**src/rtl/alu_ctrl.sv**
```systemverilog
// Multi-cycle datapath controller: a Moore FSM that walks each instruction
// through FETCH / DECODE / EXEC / MEM / WB and produces the datapath
// selects and write enables for the current step.
module alu_ctrl (
    input  logic       clk,
    input  logic       reset,
    input  logic [5:0] opcode,
    input  logic [5:0] funct,
    input  logic       ZF,
    input  logic       mem_ready,
    output logic       PCWrite,
    output logic       PCSrc,
    output logic       IRWrite,
    output logic       ALUSrcA,
    output logic [1:0] ALUSrcB,
    output logic       ExtOp,
    output logic [3:0] ALUOp,
    output logic       MemWrite,
    output logic       MDRWrite,
    output logic       RegWrite,
    output logic       RegDst,
    output logic       MemToReg,
    output logic       instr_done,
    output logic [2:0] state
);

    // ALU operation encodings shared with the datapath ALU.
    localparam logic [3:0] ALU_ADD = 4'd0;
    localparam logic [3:0] ALU_SUB = 4'd1;
    localparam logic [3:0] ALU_OR  = 4'd2;
    localparam logic [3:0] ALU_LUI = 4'd3;

    localparam logic [5:0] OP_RTYPE = 6'b000000;
    localparam logic [5:0] OP_ORI   = 6'b001101;
    localparam logic [5:0] OP_LUI   = 6'b001111;
    localparam logic [5:0] OP_LW    = 6'b100011;
    localparam logic [5:0] OP_SW    = 6'b101011;
    localparam logic [5:0] OP_BEQ   = 6'b000100;
    localparam logic [5:0] FN_ADDU  = 6'b100001;
    localparam logic [5:0] FN_SUBU  = 6'b100011;

    typedef enum logic [2:0] {
        S_FETCH  = 3'd0,
        S_DECODE = 3'd1,
        S_EXEC   = 3'd2,
        S_MEM    = 3'd3,
        S_WB     = 3'd4
    } state_t;

    state_t cur_state;
    state_t next_state;

    logic is_addu, is_subu, is_ori, is_lui, is_lw, is_sw, is_beq, is_nop;

    assign state = cur_state;

    // Instruction classification from the IR fields; unsupported codes are NOPs.
    always_comb begin
        is_addu = (opcode == OP_RTYPE) && (funct == FN_ADDU);
        is_subu = (opcode == OP_RTYPE) && (funct == FN_SUBU);
        is_ori  = (opcode == OP_ORI);
        is_lui  = (opcode == OP_LUI);
        is_lw   = (opcode == OP_LW);
        is_sw   = (opcode == OP_SW);
        is_beq  = (opcode == OP_BEQ);
        is_nop  = !(is_addu || is_subu || is_ori || is_lui || is_lw || is_sw || is_beq);
    end

    // Output decode and next-state selection; write enables are gated off while reset is low.
    always_comb begin
        PCWrite    = 1'b0;
        PCSrc      = 1'b0;
        IRWrite    = 1'b0;
        ALUSrcA    = 1'b0;
        ALUSrcB    = 2'd0;
        ExtOp      = 1'b0;
        ALUOp      = ALU_ADD;
        MemWrite   = 1'b0;
        MDRWrite   = 1'b0;
        RegWrite   = 1'b0;
        RegDst     = 1'b0;
        MemToReg   = 1'b0;
        instr_done = 1'b0;
        next_state = S_FETCH;

        case (cur_state)
            S_FETCH: begin
                ALUSrcB    = 2'd1;
                PCWrite    = 1'b1;
                IRWrite    = 1'b1;
                next_state = S_DECODE;
            end
            S_DECODE: begin
                ALUSrcB = 2'd3;
                if (is_nop) begin
                    instr_done = 1'b1;
                    next_state = S_FETCH;
                end else begin
                    next_state = S_EXEC;
                end
            end
            S_EXEC: begin
                ALUSrcA = 1'b1;
                if (is_addu) begin
                    next_state = S_WB;
                end else if (is_subu) begin
                    ALUOp      = ALU_SUB;
                    next_state = S_WB;
                end else if (is_ori) begin
                    ALUSrcB    = 2'd2;
                    ALUOp      = ALU_OR;
                    next_state = S_WB;
                end else if (is_lui) begin
                    ALUSrcB    = 2'd2;
                    ALUOp      = ALU_LUI;
                    next_state = S_WB;
                end else if (is_lw || is_sw) begin
                    ALUSrcB    = 2'd2;
                    ExtOp      = 1'b1;
                    next_state = S_MEM;
                end else if (is_beq) begin
                    ALUOp      = ALU_SUB;
                    PCSrc      = 1'b1;
                    PCWrite    = ZF;
                    instr_done = 1'b1;
                    next_state = S_FETCH;
                end
            end
            S_MEM: begin
                if (is_sw) begin
                    MemWrite   = 1'b1;
                    instr_done = mem_ready;
                    next_state = mem_ready ? S_FETCH : S_MEM;
                end else if (is_lw) begin
                    MDRWrite   = mem_ready;
                    next_state = mem_ready ? S_WB : S_MEM;
                end
            end
            S_WB: begin
                RegWrite   = 1'b1;
                instr_done = 1'b1;
                if (is_addu || is_subu) begin
                    RegDst = 1'b1;
                end else if (is_lw) begin
                    MemToReg = 1'b1;
                end
            end
            default: begin
                next_state = S_FETCH;
            end
        endcase

        if (!reset) begin
            PCWrite    = 1'b0;
            IRWrite    = 1'b0;
            MemWrite   = 1'b0;
            MDRWrite   = 1'b0;
            RegWrite   = 1'b0;
            instr_done = 1'b0;
        end
    end

    // State register with synchronous active-low reset back to FETCH.
    always_ff @(posedge clk) begin
        if (!reset) begin
            cur_state <= S_FETCH;
        end else begin
            cur_state <= next_state;
        end
    end

endmodule

```
**config.mk**
```make
export PLATFORM = sky130hd
export DESIGN_NAME = alu_ctrl
export DESIGN_NICKNAME = d
export VERILOG_FILES = /design/src/rtl/alu_ctrl.sv
export SDC_FILE = /design/constraint.sdc
export NUM_CORES = 1
export LEC_CHECK = 0
export BUFFER_PORTS_ARGS = -buffer_cell sky130_fd_sc_hd__buf_2
export CORE_AREA = 2 2 39 41
export DETAILED_ROUTE_END_ITERATION = 12
export DIE_AREA = 0 0 41 43
export GPL_TIMING_DRIVEN = 0
export MAX_ROUTING_LAYER = met4
export PLACE_DENSITY = 0.73
export SYNTH_ARGS = -nofsm -noshare
export SYNTH_HDL_FRONTEND = slang
export SYNTH_SLANG_ARGS = --single-unit
export TNS_END_PERCENT = 1
```
**constraint.sdc**
```tcl
create_clock -name clk -period 2.3 [get_ports clk]
set_input_delay 0.23 -clock clk [delete_from_list [all_inputs] [get_ports clk]]
set_output_delay 0.23 -clock clk [all_outputs]
set_load 0.01 [all_outputs]
```
Word level (Yosys, flattened, before mapping)
Index checks and enable logic that the tools add are counted.

Register bits: 3. Bits of input ports: 16. Output and inout bits: 20. Logic and storage cells: 89.

Eq/ne operators: 11. Muxes and demuxes: 66. Reductions and logical operators: 11.

Operators with widths (count): 1-bit 2-to-1 mux (42); 2-bit 2-to-1 mux (13); 6-bit equality test (second input constant) (4); 3-bit 2-to-1 mux (7); 6-bit by 4-bit equality test with 1-bit output (second input constant) (2); 3-bit one-hot mux with 4 select lines (1); 1-bit logical OR (7); 3-bit by 2-bit equality test with 1-bit output (second input constant) (2); 6-bit by 3-bit equality test with 1-bit output (second input constant) (1); 6-bit zero test (1); 2-bit one-hot mux with 3 select lines (1); 1-bit one-hot mux with 4 select lines (1); 3-bit by 1-bit equality test with 1-bit output (second input constant) (1); 3-bit equality test (second input constant) (1); 3-bit zero test (1); 1-bit logical AND (2); 1-bit one-hot mux with 2 select lines (1).

Longest topological paths before layout
Word-level depth: 11. Depth in mapped cells: 5. Gate-level depth less buffers: 4.

Worst setup path before layout
Ideal clock, no wire load.

Path type: reg2out. Start: register cur_state[0] (netlist: state[0]). End: output ALUSrcB[1]. Arrival: 1.638 ns. Data required time: 2.070 ns. Path slack: 0.432 ns. Cell stages (with the launch flop): 5. Buffers on the path: 1. Cells stage by stage: dfxtp_1 -> clkbuf_1 -> nor3b_1 -> nand2_1 -> o41ai_1.

Word-level cells in the longest chain between the ends: 2. Elaborated cells on any way between the ends: 4. Those cells by class: 2 x eq/ne; 1 x mux; 1 x reduce/logical.

Ends and longest elaborated chain: start: declaration (RTL line 50) `state_t cur_state;`; start signal: assignment (RTL line 168) `cur_state <= next_state;`; 3-bit by 2-bit equality test with 1-bit output (tied with other cells) (RTL line 86) `case (cur_state)`; 2-bit one-hot mux with 3 select lines * (RTL line 86); end: declaration (RTL line 15) `output logic [1:0] ALUSrcB,`.

Every way passes the cells marked *; elsewhere a longest branch is shown, timed or not.

Worst setup path in the final report
Same ends and word-level chain as after synthesis.

==> impl_metrics.env <==
export IMPL_status="completed"
export IMPL_maxCapViolCount=0
export IMPL_grt_pass1_vias=519
export IMPL_worst_slew_pin_slew_ps=500
export IMPL_grt_pass1_wl_mm=2.13
export IMPL_nets=119
export IMPL_yosys_top_cells_area="dfxtp_1 (14%), nand2_1 (6.0%), nor2_1 (6.0%)"
export IMPL_critPathMaxFanout=9
export IMPL_crit_type="register to output pin"
export IMPL_skew_ps=2.46
export IMPL_diodes=0
export IMPL_peakVddDrop_v=0.000107
export IMPL_dpl_instance_area_um2=626
export IMPL_place_congestion=0.744
export IMPL_cts_sinks=3
export IMPL_synthesis_area_um2=437
export IMPL_ys_flop_type="dfxtp_1"
export IMPL_drt_wl_total_mm=1.38
export IMPL_clkSlewWorstSetupHoldPaths_ps=40
export IMPL_slew_violations=0
export IMPL_chipHeight_um=43
export IMPL_syn_inst=64
export IMPL_worst_hold_path_type="input port to register"
export IMPL_async_flop_share_pct=0
export IMPL_synth_cell_types=31
export IMPL_grt_usage_pct=17.5
export IMPL_min_period_ps=2050
export IMPL_ant_nets=0
export IMPL_clk_latency_ps=230
export IMPL_clock_fmax_mhz=488
export IMPL_drt_first_pass_iters=4
export IMPL_dp_hpwl_mm=1.10
export IMPL_power_leakage_nw=0.333
export IMPL_yosysWarnings=0
export IMPL_post_cts_buffers=0
export IMPL_yosysTopAreaCellShare_pct=13.8
export IMPL_synth_edf_count=0
export IMPL_port_buffers=33
export IMPL_internal_power_uw=149
export IMPL_worstPathRequired_ps=2070
export IMPL_hold_buffers=0
export IMPL_register_area_um2=60.1
export IMPL_cp_arrival_ps=1820
export IMPL_fillers=148
export IMPL_core_area_um2=1380
export IMPL_p_clk_share_pct=42.8
export IMPL_grt_antenna_before_repair=0
export IMPL_layout_drive_gt1_share_pct=44.1
export IMPL_setup_tns_ps=0
export IMPL_area_growth_pct=49.3
export IMPL_drt_vias_per_instance=5.34
export IMPL_seq_area_frac_synth_pct=13.8
export IMPL_use_met1_pct=23.8
export IMPL_die_x_um=41
export IMPL_period_share_pct=89.1
export IMPL_busiest_layer="met2"
export IMPL_grtUsageMet2_pct=24.4
export IMPL_initial_core_util_pct=31.6
export IMPL_utilization_pct=47.1
export IMPL_p_comb_share_pct=31.3
export IMPL_numCtsBuffers=3
export IMPL_vias=630
export IMPL_io_pins=36
export IMPL_syn_avg_cell_area_um2=6.82
export IMPL_seqPwrFrac_pct=25.9
export IMPL_largest_reg_flops=3
export IMPL_htree_levels=1
export IMPL_rsz0062_at_grt="false"
export IMPL_multi_input_area_um2=347
export IMPL_initialDrtViolationCount=15
export IMPL_setup_viol=0
export IMPL_fp_dieArea_um2=1760
export IMPL_cts_tree="done"
export IMPL_ctsResizeCount=0
export IMPL_grt_max_degree=10
export IMPL_powerDensity_nw_per_um2=326
export IMPL_overflow=0
export IMPL_wl_per_cell_um=11.7
export IMPL_cp_end_kind="output pin"
export IMPL_root_buffer="clkbuf_4"
export IMPL_synth_commonest_cells="nand2_1 (7), nor2_1 (7), inv_1 (4)"
export IMPL_p_sw_share_pct=29.9
export IMPL_ys_ff_latch=3
export IMPL_grt_util_met3_pct=1.57
export IMPL_worst_setup_path_start_kind="register"
export IMPL_power_switching_uw=63.5
export IMPL_drc=0
export IMPL_slew_headroom_pct=66.3
export IMPL_yosysTopAreaCell="dfxtp_1"
export IMPL_finalHoldViolCount=0
export IMPL_clockBufferDepth=2
export IMPL_stdcell_area_um2=652
export IMPL_rows=14
[cell type report]
| type | count | area share, % |
|---|---|---|
| plain buffers | 3 | 2.88 |
| clock buffers | 4 | 4.03 |
| inverters | 4 | 2.30 |
| multi-input cells | 55 | 53.2 |
| flip-flops and latches | 3 | 9.21 |
| well taps | 16 | 3.07 |
| repair buffers | 33 | 25.3 |
[cell usage in the layout, fill, tap and decap left out, types with 2 or more instances in the layout]
cell	instances
a211o_1	3
a21oi_1	3
and3_1	3
and4b_2	2
buf_2	33
buf_4	2
clkbuf_1	2
clkbuf_4	3
conb_1	2
dfxtp_1	3
inv_1	4
nand2_1	7
nand2b_1	3
nand3_1	3
nor2_1	7
nor3_1	2
nor3b_1	2
nor4_1	2
nor4b_1	2
[worst max-delay path, cell delays in order (launching register included)]
cell      delay [ps]
dfxtp_1          300
clkbuf_1         200
nor3b_1          410
nand2_1          160
o41ai_1          330
buf_2            190
[final timing paths]
kind                       start             endpoint  slack [ps]  cells past startpoint
min reg2reg  state[1]$_SDFF_PN0_  state[0]$_SDFF_PN0_         600                      2
max reg2reg  state[1]$_SDFF_PN0_  state[2]$_SDFF_PN0_         810                      4
min                        reset  state[1]$_SDFF_PN0_         290                      3
max          state[0]$_SDFF_PN0_           ALUSrcB[1]         250                      5
[per-stage QoR]
stage               hold slack [ps]  setup WS (ps)  instances  power (mW)
CTS                             279            241        118       0.217
global placement                527            442        114       0.120
detailed placement              523            432        114       0.122
global route                    315            118        118       0.229
finish                          291            250        118       0.212
floorplan                       362            432         65      0.0895
[per-layer routing]
layer	vias up	wire, um
li1	316	-
met1	282	618
met2	32	650
met3	0	115
met4	0	0
met5	-	0
[cell families (layout without fill, tap and decap cells)]
kind of cell	count (synthesis)	after routing	share of synthesized area, %
DFF	3	3	13.8
AOI/OAI and AO/OA	14	14	23.8
and+or+nand+nor	39	39	53.9
buffers and inverters	7	44	7.73
other	1	2	0.859
[power by group through the flow]
stage	Clock (mW)	Sequential, mW	Combinational [mW]
floorplan	0	0.0564	0.0330
global placement	0	0.0556	0.0645
detailed placement	0	0.0558	0.0660
CTS	0.0958	0.0550	0.0664
global route	0.0996	0.0554	0.0742
finish	0.0907	0.0549	0.0665
Note: power is estimated with default switching activity, not from simulation.
